--- src/rtl/biriscv_mul_issue_ctrl_pkg.sv ---
// Shared definitions for the multiplier issue controller: RV32M opcode patterns,
// request/tag records and the multiplier latency legality check.
package biriscv_mul_issue_ctrl_pkg;

  localparam logic [31:0] INST_MUL      = 32'h0200_0033;
  localparam logic [31:0] INST_MULH     = 32'h0200_1033;
  localparam logic [31:0] INST_MULHSU   = 32'h0200_2033;
  localparam logic [31:0] INST_MULHU    = 32'h0200_3033;
  localparam logic [31:0] INST_MUL_MASK = 32'hfe00_707f;

  // One in-flight multiply as tracked alongside the multiplier pipeline.
  typedef struct packed {
    logic       valid;
    logic       slot;
    logic [4:0] rd;
  } mul_tag_t;

  typedef struct packed {
    logic        valid;
    logic [31:0] opcode;
    logic [31:0] ra;
    logic [31:0] rb;
    logic [4:0]  rd;
  } mul_req_t;

  function automatic bit mult_stages_legal(input int n);
    return (n == 2) || (n == 3);
  endfunction

endpackage

--- src/rtl/biriscv_mul_issue_ctrl_if.sv ---
// Request, multiplier and writeback bundle between the issue slots, the shared
// multiplier and the issue controller.
interface biriscv_mul_issue_ctrl_if;

  logic        req0_valid;
  logic [31:0] req0_opcode;
  logic [31:0] req0_ra_operand;
  logic [31:0] req0_rb_operand;
  logic [4:0]  req0_rd_idx;
  logic        req0_ready;

  logic        req1_valid;
  logic [31:0] req1_opcode;
  logic [31:0] req1_ra_operand;
  logic [31:0] req1_rb_operand;
  logic [4:0]  req1_rd_idx;
  logic        req1_ready;

  logic        mul_valid;
  logic [31:0] mul_opcode;
  logic [31:0] mul_ra_operand;
  logic [31:0] mul_rb_operand;
  logic [31:0] mul_result;

  logic        wb_valid;
  logic        wb_slot;
  logic [4:0]  wb_rd_idx;
  logic [31:0] wb_value;
  logic [31:0] busy;

  // Core side: issue slots plus the multiplier's result return.
  modport master (
    output req0_valid, req0_opcode, req0_ra_operand, req0_rb_operand, req0_rd_idx,
    output req1_valid, req1_opcode, req1_ra_operand, req1_rb_operand, req1_rd_idx,
    output mul_result,
    input  req0_ready, req1_ready,
    input  mul_valid, mul_opcode, mul_ra_operand, mul_rb_operand,
    input  wb_valid, wb_slot, wb_rd_idx, wb_value, busy
  );

  modport slave (
    input  req0_valid, req0_opcode, req0_ra_operand, req0_rb_operand, req0_rd_idx,
    input  req1_valid, req1_opcode, req1_ra_operand, req1_rb_operand, req1_rd_idx,
    input  mul_result,
    output req0_ready, req1_ready,
    output mul_valid, mul_opcode, mul_ra_operand, mul_rb_operand,
    output wb_valid, wb_slot, wb_rd_idx, wb_value, busy
  );

endinterface

--- src/rtl/biriscv_mul_tag_pipe.sv ---
// Shift register of in-flight multiply tags, moving in lockstep with the
// multiplier: frozen by hold, valids squashed by flush.
module biriscv_mul_tag_pipe
  import biriscv_mul_issue_ctrl_pkg::*;
#(
  parameter int STAGES = 2
) (
  input  logic     clk_i,
  input  logic     rst_i,
  input  logic     hold_i,
  input  logic     flush_i,
  input  mul_tag_t tag_i,
  output mul_tag_t tail_o
);

  mul_tag_t stage_q [STAGES];

  // NOTE: sequential state uses non-blocking assignments so every stage samples
  // its predecessor's pre-edge value and the shift is order-independent.
  always_ff @(posedge clk_i) begin
    if (rst_i) begin
      for (int i = 0; i < STAGES; i++) stage_q[i] <= '0;
    end else if (flush_i) begin
      for (int i = 0; i < STAGES; i++) stage_q[i].valid <= 1'b0;
    end else if (!hold_i) begin
      stage_q[0] <= tag_i;
      for (int i = 1; i < STAGES; i++) stage_q[i] <= stage_q[i-1];
    end
  end

  assign tail_o = stage_q[STAGES-1];

endmodule

--- src/rtl/biriscv_mul_issue_ctrl.sv ---
// Round-robin issue of slot 0/1 multiplies onto the shared pipelined multiplier,
// with tag tracking for writeback and a per-rd in-flight scoreboard.
module biriscv_mul_issue_ctrl
  import biriscv_mul_issue_ctrl_pkg::*;
#(
  parameter int MULT_STAGES = 2
) (
  input logic                      clk_i,
  input logic                      rst_i,
  input logic                      hold_i,
  input logic                      flush_i,
  biriscv_mul_issue_ctrl_if.slave  bus
);

  if (!mult_stages_legal(MULT_STAGES)) begin : g_stages_check
    $error("biriscv_mul_issue_ctrl: MULT_STAGES must be 2 or 3");
  end

  mul_req_t    req [2];
  logic [1:0]  elig;
  logic [1:0]  grant;
  logic        sel;
  logic        last_grant_q;
  logic [31:0] busy_q;
  logic [31:0] set_mask;
  logic [31:0] clr_mask;
  mul_tag_t    tag_d;
  mul_tag_t    tail;
  logic        wb_valid;

  always_comb begin
    req[0] = '{valid: bus.req0_valid, opcode: bus.req0_opcode, ra: bus.req0_ra_operand,
               rb: bus.req0_rb_operand, rd: bus.req0_rd_idx};
    req[1] = '{valid: bus.req1_valid, opcode: bus.req1_opcode, ra: bus.req1_ra_operand,
               rb: bus.req1_rb_operand, rd: bus.req1_rd_idx};
  end

  // x0 never sets a busy bit, so it is always rd-eligible.
  always_comb begin
    // NOTE: every signal written here is fully assigned on all paths (loop plus
    // case default), so no latch can be inferred.
    for (int k = 0; k < 2; k++) begin
      elig[k] = req[k].valid & ((req[k].rd == 5'd0) | ~busy_q[req[k].rd]) & ~hold_i & ~flush_i;
    end
    case (elig)
      2'b01:   grant = 2'b01;
      2'b10:   grant = 2'b10;
      2'b11:   grant = last_grant_q ? 2'b01 : 2'b10;
      default: grant = 2'b00;
    endcase
  end

  // Without a grant the mux falls back to slot 0 so the multiplier sees no X.
  assign sel = grant[1];

  assign bus.req0_ready     = grant[0];
  assign bus.req1_ready     = grant[1];
  assign bus.mul_valid      = |grant;
  assign bus.mul_opcode     = req[sel].opcode;
  assign bus.mul_ra_operand = req[sel].ra;
  assign bus.mul_rb_operand = req[sel].rb;

  assign tag_d = '{valid: |grant, slot: sel, rd: req[sel].rd};

  biriscv_mul_tag_pipe #(
    .STAGES (MULT_STAGES)
  ) u_tag_pipe (
    .clk_i   (clk_i),
    .rst_i   (rst_i),
    .hold_i  (hold_i),
    .flush_i (flush_i),
    .tag_i   (tag_d),
    .tail_o  (tail)
  );

  assign wb_valid = tail.valid & ~hold_i;

  assign bus.wb_valid  = wb_valid;
  assign bus.wb_slot   = tail.slot;
  assign bus.wb_rd_idx = tail.rd;
  assign bus.wb_value  = bus.mul_result;

  // A busy rd is never granted, so the set and clear masks cannot overlap.
  assign set_mask = ((|grant) && (req[sel].rd != 5'd0)) ? (32'd1 << req[sel].rd) : 32'd0;
  assign clr_mask = wb_valid ? (32'd1 << tail.rd) : 32'd0;

  always_ff @(posedge clk_i) begin
    if (rst_i) begin
      busy_q       <= '0;
      last_grant_q <= 1'b1;
    end else begin
      if (flush_i) busy_q <= '0;
      else         busy_q <= (busy_q & ~clr_mask) | set_mask;
      if (|grant) last_grant_q <= sel;
    end
  end

  assign bus.busy = busy_q;

endmodule

--- src/flat_wrapper.sv ---
// flat-port wrapper written by rule: the top's interface ports become plain ports
module biriscv_mul_issue_ctrl_flat import biriscv_mul_issue_ctrl_pkg::*;
#(
  parameter int MULT_STAGES = 2
)
  (clk_i, rst_i, hold_i, flush_i, bus_req0_valid, bus_req0_opcode, bus_req0_ra_operand, bus_req0_rb_operand, bus_req0_rd_idx, bus_req1_valid, bus_req1_opcode, bus_req1_ra_operand, bus_req1_rb_operand, bus_req1_rd_idx, bus_mul_result, bus_req0_ready, bus_req1_ready, bus_mul_valid, bus_mul_opcode, bus_mul_ra_operand, bus_mul_rb_operand, bus_wb_valid, bus_wb_slot, bus_wb_rd_idx, bus_wb_value, bus_busy);
  biriscv_mul_issue_ctrl_if bus_i ();
  input logic clk_i;
  input logic rst_i;
  input logic hold_i;
  input logic flush_i;
  input wire logic [$bits(bus_i.req0_valid)-1:0] bus_req0_valid;
  input wire logic [$bits(bus_i.req0_opcode)-1:0] bus_req0_opcode;
  input wire logic [$bits(bus_i.req0_ra_operand)-1:0] bus_req0_ra_operand;
  input wire logic [$bits(bus_i.req0_rb_operand)-1:0] bus_req0_rb_operand;
  input wire logic [$bits(bus_i.req0_rd_idx)-1:0] bus_req0_rd_idx;
  input wire logic [$bits(bus_i.req1_valid)-1:0] bus_req1_valid;
  input wire logic [$bits(bus_i.req1_opcode)-1:0] bus_req1_opcode;
  input wire logic [$bits(bus_i.req1_ra_operand)-1:0] bus_req1_ra_operand;
  input wire logic [$bits(bus_i.req1_rb_operand)-1:0] bus_req1_rb_operand;
  input wire logic [$bits(bus_i.req1_rd_idx)-1:0] bus_req1_rd_idx;
  input wire logic [$bits(bus_i.mul_result)-1:0] bus_mul_result;
  output wire logic [$bits(bus_i.req0_ready)-1:0] bus_req0_ready;
  output wire logic [$bits(bus_i.req1_ready)-1:0] bus_req1_ready;
  output wire logic [$bits(bus_i.mul_valid)-1:0] bus_mul_valid;
  output wire logic [$bits(bus_i.mul_opcode)-1:0] bus_mul_opcode;
  output wire logic [$bits(bus_i.mul_ra_operand)-1:0] bus_mul_ra_operand;
  output wire logic [$bits(bus_i.mul_rb_operand)-1:0] bus_mul_rb_operand;
  output wire logic [$bits(bus_i.wb_valid)-1:0] bus_wb_valid;
  output wire logic [$bits(bus_i.wb_slot)-1:0] bus_wb_slot;
  output wire logic [$bits(bus_i.wb_rd_idx)-1:0] bus_wb_rd_idx;
  output wire logic [$bits(bus_i.wb_value)-1:0] bus_wb_value;
  output wire logic [$bits(bus_i.busy)-1:0] bus_busy;
  assign bus_i.req0_valid = bus_req0_valid;
  assign bus_i.req0_opcode = bus_req0_opcode;
  assign bus_i.req0_ra_operand = bus_req0_ra_operand;
  assign bus_i.req0_rb_operand = bus_req0_rb_operand;
  assign bus_i.req0_rd_idx = bus_req0_rd_idx;
  assign bus_i.req1_valid = bus_req1_valid;
  assign bus_i.req1_opcode = bus_req1_opcode;
  assign bus_i.req1_ra_operand = bus_req1_ra_operand;
  assign bus_i.req1_rb_operand = bus_req1_rb_operand;
  assign bus_i.req1_rd_idx = bus_req1_rd_idx;
  assign bus_i.mul_result = bus_mul_result;
  assign bus_req0_ready = bus_i.req0_ready;
  assign bus_req1_ready = bus_i.req1_ready;
  assign bus_mul_valid = bus_i.mul_valid;
  assign bus_mul_opcode = bus_i.mul_opcode;
  assign bus_mul_ra_operand = bus_i.mul_ra_operand;
  assign bus_mul_rb_operand = bus_i.mul_rb_operand;
  assign bus_wb_valid = bus_i.wb_valid;
  assign bus_wb_slot = bus_i.wb_slot;
  assign bus_wb_rd_idx = bus_i.wb_rd_idx;
  assign bus_wb_value = bus_i.wb_value;
  assign bus_busy = bus_i.busy;
  biriscv_mul_issue_ctrl #(.MULT_STAGES(MULT_STAGES)) u_core (.clk_i(clk_i), .rst_i(rst_i), .hold_i(hold_i), .flush_i(flush_i), .bus(bus_i));
endmodule
--- config.mk ---
export PLATFORM = sky130hd
export DESIGN_NAME = biriscv_mul_issue_ctrl_flat
export DESIGN_NICKNAME = d
export VERILOG_FILES = /design/src/rtl/biriscv_mul_issue_ctrl_pkg.sv /design/src/rtl/biriscv_mul_issue_ctrl_if.sv /design/src/rtl/biriscv_mul_tag_pipe.sv /design/src/rtl/biriscv_mul_issue_ctrl.sv /design/src/flat_wrapper.sv
export SDC_FILE = /design/constraint.sdc
export NUM_CORES = 1
export LEC_CHECK = 0
export CORE_AREA = 10 10 149 151
export CTS_BUF_LIST = sky130_fd_sc_hd__clkbuf_2 sky130_fd_sc_hd__clkbuf_4 sky130_fd_sc_hd__clkbuf_8
export CTS_CLUSTER_DIAMETER = 80
export DETAILED_ROUTE_END_ITERATION = 10
export DIE_AREA = 0 0 159 161
export PLACE_DENSITY = 0.66
export RECOVER_POWER = 100
export SYNTH_ARGS = -nofsm -noshare
export SYNTH_HDL_FRONTEND = slang
export SYNTH_SLANG_ARGS = --single-unit
--- constraint.sdc ---
create_clock -name clk_i -period 3.9 [get_ports clk_i]
set_clock_uncertainty 0.1 [all_clocks]
set_input_delay 0.585 -clock clk_i [delete_from_list [all_inputs] [get_ports clk_i]]
set_output_delay 0.585 -clock clk_i [all_outputs]
set_load 0.01 [all_outputs]
==> metrics.md, run 1 <==
| Metric | Value |
|---|---|
| Outcome | `completed` |
| DRC | `0` |
| Antenna Nets Post-Route | `0` |
| Actual slew at the worst max-slew pin | `1.16 ns` |
| Clock Sinks | `47` |
| Worst Path Required | `3.21 ns` |
| Chip width | `159 um` |
| Compound-Gate Fraction of Synth Area | `0.193` |
| Setup crit start kind | `input pin` |
| Area Growth Syn to Fin | `96.1%` |
| Post-Synth XOR/XNOR Area | `0` |
| Hold buffer count at cts | `0` |
| GPL Wtd Cong | `0.920` |
| Most common cell after layout, fill and taps aside | `clkdlybuf4s50_1` |
| Fraction of registers with async set/reset | `0` |
| RSZ-0062 raised after global routing | `yes` |
| Final period util | `0.995` |
| Main combinational cell family by area after synthesis | `multiplexers` |
| Max-Slew Margin vs Limit | `0.224` |
| Clk pin slew, worst setup/hold paths | `0.09 ns` |
| Routed WL | `31.4 mm` |
| 1st-pass router iterations | `6` |
| Final setup violation count | `0` |
| Fin crit period | `3.88 ns` |
| Static Leak | `3.43 nW` |
| Share of layout cells above drive strength 1 | `0.385` |
| Crit-path slowest cell | `mux4_2` |
| Leading area contributor after synthesis | `mux2_2` |
| Synth Cell Area | `4510 um^2` |
| Maxcap violations | `0` |
| Initial Util | `0.235` |
| Vias in the first global route | `5,495` |
| Synth unique cells | `63` |
| Synth Instances | `478` |
| Hold Vio Cnt, Final | `0` |
| Routed vias | `5,581` |
| Top post-synthesis cells by area | `mux2_2 (25%), dfxtp_1 (15%), edfxtp_1 (9.3%)` |
| Top-area cell type share of the netlist area | `0.255` |
| Clk Latency, worst-skew pair | `0.31 ns` |
| Port Buf Inserts | `345` |
| Antenna violations before repair | `14` |
| Avg Vias per Cell | `4.97` |
| Finished Cell Area | `8850 um^2` |
| H-tree Lvls | `2` |
| FMAX | `258 MHz` |
| Post-DP Area | `8420 um^2` |
| PwrDens | `178 nW/um^2` |
| Fillers | `1,858` |
| FP Rows | `51` |
| Dpl hpwl | `26.9 mm` |
| Setup crit end | `bus_mul_opcode[1]` |
| Fin. max-slew vios | `0` |
| Core box area | `19,200 um^2` |
| Reg2reg end | `u_core.bus.busy[18]$_SDFF_PP0_` |
| Fin Hold WS | `0.355 ns` |
| Sequential share of the synthesized area | `0.240` |
| WS Path Type | `input pin to primary output` |
| Largest net degree at the start of global routing | `26` |
| Post-synthesis mux area share | `0.330` |
| CP peak stage delay | `0.51 ns` |
| Global-route wire length before repair | `42.9 mm` |
| Die area | `25,600 um^2` |
| Cell breakdown of the critical path | `dlygate4sd2_1 -> buf_12 -> mux4_2 -> o22ai_2 -> a2111o_1 -> and4_4 -> nor2_4 -> buf_12 -> buf_12 -> buf_12 -> clkbuf_16 -> mux2_4 -> buf_6` |
| CTS tree | `yes` |
| Routed WL per cell | `27.9 um` |
| Adder-Cell Fraction of Synth Area | `0` |
| Synth Warn # | `0` |
| Syn_nets | `718` |
| Post-synth EDFFs | `14` |
| Longest Clk Path Bufs | `2` |
| CTS Buf Count | `5` |
| Simple-gate share of the synthesized area | `0.126` |
| Most used cell, CP | `buf_12` |
| R2r startpoint | `u_core.bus.busy[29]$_SDFF_PP0_` |
| GR Overflow Total | `0` |
| Total power | `1.57 mW` |
| Crit. Startpoint | `bus_req0_rd_idx[0]` |
| Worst Path Arrival | `3.19 ns` |
| Commonest non-fill, non-tap cells in the layout | `clkdlybuf4s50_1 (205), mux2_2 (94), buf_4 (66), dlygate4sd3_1 (38), dfxtp_1 (33)` |
| Seq cells post-synth | `47` |
| Crit-path max FO | `7` |
| # IOs | `410` |
| Iter 0 DRT Violations | `542` |
| Fin nets | `1,093` |
| Core Util, Final | `0.461` |
| All-Layer GR Usage | `0.226` |
| Path depth of the worst reg2reg path | `17` |
| Crit. End Element | `primary output` |
| Flop2flop setup slack | `0.40 ns` |
| IR drop worst, VDD | `0.185 mV` |
| Die height | `161 um` |
| Root Buffer | `clkbuf_8` |
| Mapped Avg Cell Area | `9.44 um^2` |
| Min-delay worst type | `flip-flop to flip-flop` |
| Dominant synthesized flop cell | `dfxtp_1` |
[metrics by stage]
stage                     TNS [ns]  cells  worst slack [ns]
after floorplan                  0    478             0.560
after global placement      -42.83   1085            -0.526
after detailed placement    -44.87   1085            -0.555
after CTS                   -0.980   1108           -0.0617
after global routing        -0.823   1121           -0.0626
final                            0   1124            0.0205
[per-layer routing]
layer | part of all wire | track usage
met1 | 0.38 | 0.260
met3 | 0.15 | 0.144
met4 | 0.0086 | 0.0291
met2 | 0.46 | 0.356
met5 | 0.0037 | 0
[flip-flops by register name (all words and copies together) (netlist names)]
signal                     count
u_core.u_tag_pipe.stage_q     14
u_core.last_grant_q            1
u_core.bus.busy               32
[timing repair]
action,4_1_cts,5_1_grt
endpoints found under the setup margin,98,102
pin swaps,7,8
gates resized for setup,282,121
hold endpoints to repair,0,0
setup buffers,14,8
gates cloned,1,3
[cells by family after synthesis]
group | after synthesis
mux | 126
simple gates | 105
flops | 47
buf+inv | 78
compound gates | 122
[how the worst min path moves through the flow]
stage,from,end,slack [ns],depth (start not counted)
floorplan,u_core.bus.busy[0]$_SDFF_PP0_,u_core.bus.busy[0]$_SDFF_PP0_,0.37,1
global placement,u_core.bus.busy[0]$_SDFF_PP0_,u_core.bus.busy[0]$_SDFF_PP0_,0.34,1
detailed placement,u_core.bus.busy[0]$_SDFF_PP0_,u_core.bus.busy[0]$_SDFF_PP0_,0.35,1
CTS,u_core.bus.busy[0]$_SDFF_PP0_,u_core.bus.busy[0]$_SDFF_PP0_,0.36,1
global route,u_core.bus.busy[0]$_SDFF_PP0_,u_core.bus.busy[0]$_SDFF_PP0_,0.37,1
finish,u_core.bus.busy[0]$_SDFF_PP0_,u_core.bus.busy[0]$_SDFF_PP0_,0.35,1
[power by group]
part	internal, mW	switching, mW
Sequential	0.514	0.0104
Clock	0.133	0.169
Combinational	0.447	0.301
[cells in the mapped netlist, types with 11 or more instances]
cell        n
buf_2      16
o211ai_1   12
nand2_1    28
mux2_2    102
mux2i_1    16
edfxtp_1   14
dfxtp_1    33
nor2_1     17
buf_4      40
o22ai_1    16
o21ai_0    23
clkbuf_1   12
a21oi_1    24
o31ai_1    11
[worst max-delay path, delay by kind of cell]
kind                   cells  cell delay, ns
AOI/OAI and AO/OA          2            0.41
buffers and inverters      7            1.05
muxes                      2            0.81
and+or+nand+nor            2            0.33
[layout make-up]
cell class | instances | area, um^2 | area share
clock buffers | 6 | 76.3 | 0.00863
diodes | 5 | 12.5 | 0.00141
multi-input cells | 353 | 3120 | 0.353
repair buffers | 442 | 4200 | 0.475
well taps | 265 | 332 | 0.0375
flip-flops and latches | 47 | 1080 | 0.122
inverters | 4 | 15.0 | 0.00170
clock inverters | 2 | 12.5 | 0.00141
No activity file was read; power rests on OpenSTA's default activity.
==> inputs of run 2 (changes only) <==
--- a/config.mk
+++ b/config.mk
@@ -10,7 +10,7 @@
 export CTS_CLUSTER_DIAMETER = 80
 export DETAILED_ROUTE_END_ITERATION = 10
 export DIE_AREA = 0 0 159 161
-export PLACE_DENSITY = 0.66
+export GPL_TIMING_DRIVEN = 0
 export RECOVER_POWER = 100
 export SYNTH_ARGS = -nofsm -noshare
 export SYNTH_HDL_FRONTEND = slang
==> metrics.md, run 2 (synthesis gave the netlist of run 1 again) <==
| Metric | Value |
|---|---|
| Outcome | `completed (unchanged)` |
| Static Leak | `3.45 nW (was 3.43 nW)` |
| Antenna violations before repair | `5 (was 14)` |
| Hold Vio Cnt, Final | `0 (unchanged)` |
| Fillers | `1,878 (was 1,858)` |
| Avg Vias per Cell | `4.89 (was 4.97)` |
| Fin crit period | `3.87 ns (was 3.88 ns)` |
| Internal power | `1.08 mW (was 1.09 mW)` |
| Die height | `161 um (unchanged)` |
| Fin nets | `1,119 (was 1,093)` |
| Core box area | `19,200 um^2 (unchanged)` |
| 1st-pass router iterations | `8 (was 6)` |
| Crit-path slowest cell | `a2111o_1 (was mux4_2)` |
| Root Buffer | `clkbuf_8 (unchanged)` |
| Area Growth Syn to Fin | `96.6% (was 96.1%)` |
| FMAX | `259 MHz (was 258 MHz)` |
| Commonest non-fill, non-tap cells in the layout | `clkdlybuf4s50_1 (202), mux2_2 (100), dlygate4sd3_1 (71), buf_4 (53), dlygate4sd2_1 (50) (was clkdlybuf4s50_1 (205), mux2_2 (94), buf_4 (66), dlygate4sd3_1 (38), dfxtp_1 (33))` |
| Longest Clk Path Bufs | `2 (unchanged)` |
| Clock Sinks | `47 (unchanged)` |
| Clk pin slew, worst setup/hold paths | `0.09 ns (about the same)` |
| Crit-path max FO | `10 (was 7)` |
| Routed WL per cell | `28.1 um (was 27.9 um)` |
| CP peak stage delay | `0.40 ns (was 0.51 ns)` |
| Die area | `25,600 um^2 (unchanged)` |
| Cell breakdown of the critical path | `dlygate4sd2_1 -> buf_6 -> buf_4 -> mux4_2 -> o22ai_1 -> a2111o_1 -> and4_4 -> nor2_4 -> buf_8 -> buf_4 -> buf_8 -> mux2_2 -> clkdlybuf4s15_1 (was dlygate4sd2_1 -> buf_12 -> mux4_2 -> o22ai_2 -> a2111o_1 -> and4_4 -> nor2_4 -> buf_12 -> buf_12 -> buf_12 -> clkbuf_16 -> mux2_4 -> buf_6)` |
| FP Rows | `51 (unchanged)` |
| DRC | `0 (unchanged)` |
| CTS Buf Count | `5 (unchanged)` |
| CP Depth | `13 (unchanged)` |
| Crit. End Element | `primary output (unchanged)` |
| Final period util | `0.992 (was 0.995)` |
| Final setup margin | `0.0321 ns (was 0.0205 ns)` |
| Sequential share of power | `0.328 (was 0.333)` |
| Min-Delay Path Depth | `1 (unchanged)` |
| Routed vias | `5,613 (was 5,581)` |
| Share of layout cells above drive strength 1 | `0.293 (was 0.385)` |
| # IOs | `410 (unchanged)` |
| Global-route wire length before repair | `44.9 mm (was 42.9 mm)` |
| All-Layer GR Usage | `0.236 (was 0.226)` |
| GR Overflow Total | `0 (unchanged)` |
| GPL Wtd Cong | `0.981 (was 0.920)` |
| Port Buf Inserts | `375 (was 345)` |
| Dpl hpwl | `28.0 mm (was 26.9 mm)` |
| Final setup violation count | `0 (unchanged)` |
| PwrDens | `179 nW/um^2 (was 178 nW/um^2)` |
| Net Switching | `0.508 mW (was 0.480 mW)` |
| Largest net degree at the start of global routing | `15 (was 26)` |
| Iter 0 DRT Violations | `392 (was 542)` |
| IR drop worst, VDD | `0.149 mV (was 0.185 mV)` |
| Min-delay worst type | `flip-flop to flip-flop (unchanged)` |
| Routed WL | `32.3 mm (was 31.4 mm)` |
| Max-Slew Margin vs Limit | `0.485 (was 0.224)` |
| Cell family with most CP delay | `buffers and inverters (unchanged)` |
| Actual slew at the worst max-slew pin | `0.766 ns (was 1.16 ns)` |
| RSZ-0062 raised after global routing | `yes (unchanged)` |
| Initial Util | `0.235 (unchanged)` |
| Footprint of the multi-input gates | `2990 um^2 (was 3120 um^2)` |
| Setup crit start kind | `input pin (unchanged)` |
| Chip width | `159 um (unchanged)` |
| Worst Path Required | `3.21 ns (about the same)` |
| H-tree Lvls | `2 (unchanged)` |
| CP Buf/Inv Count | `7 (unchanged)` |
| Hold buffer count at cts | `0 (unchanged)` |
| Register area | `1080 um^2 (unchanged)` |
| Maxcap violations | `0 (unchanged)` |
| Sw frac | `0.320 (was 0.305)` |
| Most common cell after layout, fill and taps aside | `clkdlybuf4s50_1 (unchanged)` |
| Clk pwr share | `0.190 (was 0.192)` |
| Max FFs per register | `32 (unchanged)` |
| Final setup TNS | `0 ns (unchanged)` |
| Clk Latency, worst-skew pair | `0.31 ns (about the same)` |
| Placement Setup Slack | `-1.05 ns (was -0.555 ns)` |
| Vias in the first global route | `5,796 (was 5,495)` |
| WS Path Type | `input pin to primary output (unchanged)` |
| CTS tree | `yes (unchanged)` |
| Antenna Nets Post-Route | `0 (unchanged)` |
| Worst Path Arrival | `3.18 ns (was 3.19 ns)` |
| Path depth of the worst reg2reg path | `11 (was 17)` |
| Comb pwr share | `0.482 (was 0.475)` |
| Fin. max-slew vios | `0 (unchanged)` |
## run 2: changes by cell type in the layout (fill, tap and decap cells not counted), sizes merged
cell	before	now
diode	5	3
clkinvlp	0	1
dlygate4sd3	38	71
buf	135	81
clkdlybuf4s50	205	202
clkdlybuf4s15	23	24
clkbuf	42	45
dlygate4sd2	5	50
## run 2: repair_timing
item                       CTS  global route
setup endpoints to repair   99            89
pin swaps                    5             0
setup buffers               17             1
hold endpoints to repair     0             0
gates resized for setup    181            63
cloned                       2             0
## run 2: power by group through the flow
| stage | Combinational [mW] | Clock, mW | Sequential (mW) |
|---|---|---|---|
| 5_1_grt | 0.811 | 0.322 | 0.522 |
| 3_3_place_gp | 0.789 | 0 | 0.531 |
| 3_5_place_dp | 0.788 | 0 | 0.531 |
| 2_1_floorplan | 0.290 | 0 | 0.530 |
| 4_1_cts | 0.779 | 0.300 | 0.520 |
| 6_report | 0.765 | 0.302 | 0.520 |
## run 2: area by class of cell
| cell class | count | share of cell area |
|---|---|---|
| Clock inverter | 3 | 0.00169 |
| Multi-Input combinational cell | 353 | 0.337 |
| Sequential cell | 47 | 0.122 |
| Inverter | 4 | 0.00169 |
| Timing Repair Buffer | 395 | 0.422 |
| Buffer | 73 | 0.0693 |
| Tap cell | 265 | 0.0374 |
| Clock buffer | 5 | 0.00776 |
| Antenna cell | 3 | 0.000846 |
## run 2: path summary, 6_finish.rpt
| path | start | end | slack, ns |
|---|---|---|---|
| worst min-delay path | u_core.bus.busy[0]$_SDFF_PP0_ | u_core.bus.busy[0]$_SDFF_PP0_ | 0.36 |
| worst min register to register | u_core.bus.busy[0]$_SDFF_PP0_ | u_core.bus.busy[0]$_SDFF_PP0_ | 0.36 |
| worst max register to register | u_core.bus.busy[17]$_SDFF_PP0_ | u_core.bus.busy[15]$_SDFF_PP0_ | 0.95 |
| worst max-delay path | bus_req0_rd_idx[3] | bus_mul_ra_operand[20] | 0.03 |
## run 2: layer usage
layer	share of wire	wire length [um]	track usage
met5	0.00040	13	0
met4	0.0070	227	0.0244
met3	0.092	2970	0.0813
met2	0.49	15900	0.403
met1	0.41	13200	0.289
## run 2: stage by stage
stage	area, um^2	std cells	util	hold slack [ns]	total power [mW]
floorplan	4510	478	-	0.371	0.820
global placement	8600	1118	0.448	0.341	1.32
detailed placement	8600	1118	0.448	0.352	1.32
CTS	8950	1145	0.466	0.365	1.60
global route	8860	1145	0.461	0.377	1.65
finish	8870	1148	0.462	0.363	1.59
==> inputs of run 3 (changes only) <==
--- a/config.mk
+++ b/config.mk
@@ -5,13 +5,17 @@
 export SDC_FILE = /design/constraint.sdc
 export NUM_CORES = 1
 export LEC_CHECK = 0
-export CORE_AREA = 10 10 149 151
+export CELL_PAD_IN_SITES_DETAIL_PLACEMENT = 1
+export CELL_PAD_IN_SITES_GLOBAL_PLACEMENT = 1
+export CORE_MARGIN = 10
+export CORE_UTILIZATION = 21
 export CTS_BUF_LIST = sky130_fd_sc_hd__clkbuf_2 sky130_fd_sc_hd__clkbuf_4 sky130_fd_sc_hd__clkbuf_8
 export CTS_CLUSTER_DIAMETER = 80
 export DETAILED_ROUTE_END_ITERATION = 10
-export DIE_AREA = 0 0 159 161
 export GPL_TIMING_DRIVEN = 0
+export PLACE_DENSITY_LB_ADDON = 0.1
 export RECOVER_POWER = 100
+export SKIP_CTS_REPAIR_TIMING = 1
 export SYNTH_ARGS = -nofsm -noshare
 export SYNTH_HDL_FRONTEND = slang
 export SYNTH_SLANG_ARGS = --single-unit
==> metrics.md, run 3 (synthesis gave the netlist of run 1 again) <==
| Metric | Value |
|---|---|
| Antenna violations before repair | `3 (was 5)` |
| Die area | `27,700 um^2 (was 25,600 um^2)` |
| H-tree Lvls | `2 (unchanged)` |
| Maxcap violations | `0 (unchanged)` |
| Routed WL | `32.1 mm (was 32.3 mm)` |
| Clk Latency, worst-skew pair | `0.32 ns (was 0.31 ns)` |
| Worst Path Arrival | `3.17 ns (was 3.18 ns)` |
| Cell breakdown of the critical path | `buf_6 -> clkbuf_4 -> mux2i_1 -> a21oi_1 -> a31oi_2 -> and4_4 -> nor2_4 -> buf_4 -> buf_8 -> buf_4 -> buf_12 -> mux2_4 -> dlymetal6s2s_1 (was dlygate4sd2_1 -> buf_6 -> buf_4 -> mux4_2 -> o22ai_1 -> a2111o_1 -> and4_4 -> nor2_4 -> buf_8 -> buf_4 -> buf_8 -> mux2_2 -> clkdlybuf4s15_1)` |
| Vias in the first global route | `5,978 (was 5,796)` |
| CTS tree | `yes (unchanged)` |
| Chip width | `167 um (was 159 um)` |
| Longest Clk Path Bufs | `2 (unchanged)` |
| PwrDens | `177 nW/um^2 (was 179 nW/um^2)` |
| Routed vias | `5,662 (was 5,613)` |
| Most used cell, CP | `buf_4` |
| DRC | `0 (unchanged)` |
| FP Rows | `53 (was 51)` |
| Die height | `167 um (was 161 um)` |
| Core box area | `21,100 um^2 (was 19,200 um^2)` |
| Root Buffer | `clkbuf_8 (unchanged)` |
| Clk pin slew, worst setup/hold paths | `0.10 ns (was 0.09 ns)` |
| Routed WL per cell | `27.9 um (was 28.1 um)` |
| Most common cell after layout, fill and taps aside | `clkdlybuf4s50_1 (unchanged)` |
| CP peak stage delay | `0.36 ns (was 0.40 ns)` |
| Outcome | `completed (unchanged)` |
| Share of layout cells above drive strength 1 | `0.288 (was 0.293)` |
| Largest net degree at the start of global routing | `15 (unchanged)` |
| Port Buf Inserts | `375 (unchanged)` |
| Dpl hpwl | `27.5 mm (was 28.0 mm)` |
| Final period util | `0.989 (was 0.992)` |
| Grt met3 use | `0.0767 (was 0.0813)` |
| Hold Vio Cnt, Final | `0 (unchanged)` |
| FMAX | `259 MHz (about the same)` |
| Actual slew at the worst max-slew pin | `0.836 ns (was 0.766 ns)` |
| Cell family with most CP delay | `buffers and inverters (unchanged)` |
| Global-route wire length before repair | `44.5 mm (was 44.9 mm)` |
| Placement Setup Slack | `-1.14 ns (was -1.05 ns)` |
| # IOs | `410 (unchanged)` |
| Max FFs per register | `32 (unchanged)` |
| Commonest non-fill, non-tap cells in the layout | `clkdlybuf4s50_1 (202), mux2_2 (101), dlymetal6s2s_1 (83), dlygate4sd3_1 (71), buf_4 (49) (was clkdlybuf4s50_1 (202), mux2_2 (100), dlygate4sd3_1 (71), buf_4 (53), dlygate4sd2_1 (50))` |
| Initial Util | `0.214 (was 0.235)` |
| Final setup violation count | `0 (unchanged)` |
| GR Util met2 | `0.371 (was 0.403)` |
| CTS Buf Count | `5 (unchanged)` |
| GRT busiest layer | `met2 (unchanged)` |
| Min-delay worst type | `flip-flop to flip-flop (unchanged)` |
| Iter 0 DRT Violations | `201 (was 392)` |
| Final setup TNS | `0 ns (unchanged)` |
| Crit-path max FO | `10 (unchanged)` |
| Crit-path slowest cell | `mux2i_1 (was a2111o_1)` |
| WS Path Type | `input pin to primary output (unchanged)` |
| IR drop worst, VDD | `0.108 mV (was 0.149 mV)` |
| Fin crit period | `3.86 ns (was 3.87 ns)` |
| Setup crit start kind | `input pin (unchanged)` |
| CP Buf/Inv Count | `7 (unchanged)` |
| Antenna Nets Post-Route | `0 (unchanged)` |
| GPL Wtd Cong | `0.923 (was 0.981)` |
| Clock Sinks | `47 (unchanged)` |
| M1 GR Usage | `0.246 (was 0.289)` |
| Flop2flop setup slack | `0.86 ns (was 0.95 ns)` |
| Area Growth Syn to Fin | `105% (was 96.6%)` |
| 1st-pass router iterations | `4 (was 8)` |
| Fin nets | `1,117 (was 1,119)` |
| All-Layer GR Usage | `0.211 (was 0.236)` |
| GR Overflow Total | `0 (unchanged)` |
| Fin. max-slew vios | `0 (unchanged)` |
| Crit. End Element | `primary output (unchanged)` |
| Avg Vias per Cell | `4.91 (was 4.89)` |
| Total power | `1.64 mW (was 1.59 mW)` |
| Worst Path Required | `3.21 ns (about the same)` |
| Max-Slew Margin vs Limit | `0.443 (was 0.485)` |
| Static Leak | `4.13 nW (was 3.45 nW)` |
| Final setup margin | `0.0436 ns (was 0.0321 ns)` |
==> run 3: final timing paths <==
| check | startpoint | depth (start not counted) | to |
|---|---|---|---|
| max | bus_req0_rd_idx[0] | 13 | bus_mul_rb_operand[22] |
| min | u_core.bus.busy[0]$_SDFF_PP0_ | 1 | u_core.bus.busy[0]$_SDFF_PP0_ |
| max reg2reg | u_core.bus.busy[12]$_SDFF_PP0_ | 10 | u_core.bus.busy[3]$_SDFF_PP0_ |
| min reg2reg | u_core.bus.busy[0]$_SDFF_PP0_ | 1 | u_core.bus.busy[0]$_SDFF_PP0_ |
==> run 3: power breakdown <==
| group | total [mW] | switching, mW | internal [mW] |
|---|---|---|---|
| logic | 0.787 | 0.319 | 0.468 |
| clock network | 0.330 | 0.178 | 0.153 |
| registers | 0.521 | 0.00713 | 0.514 |
==> run 3: layout make-up <==
class,count,area [um^2]
fill,2388,11900
timing repair buffer,392,4040
multi-input combinational,353,3050
sequential,47,1080
buffer,74,604
tap,275,344
clock buffer,7,90.1
inverter,4,15.0
clock inverter,1,8.76
antenna,1,2.50
==> run 3: per-stage QoR <==
stage / util / hold slack, ns / cell area, um^2 / instances
5_1_grt: 0.438 / 0.393 / 9230 / 1153
2_1_floorplan: - / 0.371 / 4510 / 478
4_1_cts: 0.413 / 0.372 / 8710 / 1136
6_report: 0.438 / 0.361 / 9240 / 1154
3_5_place_dp: 0.408 / 0.358 / 8610 / 1128
3_3_place_gp: 0.408 / 0.353 / 8610 / 1128
==> run 3: per-layer routing <==
layer	routed length (um)	share of wire
met4	378	0.012
met3	2990	0.093
met2	16100	0.50
met1	12700	0.39
met5	46	0.0014
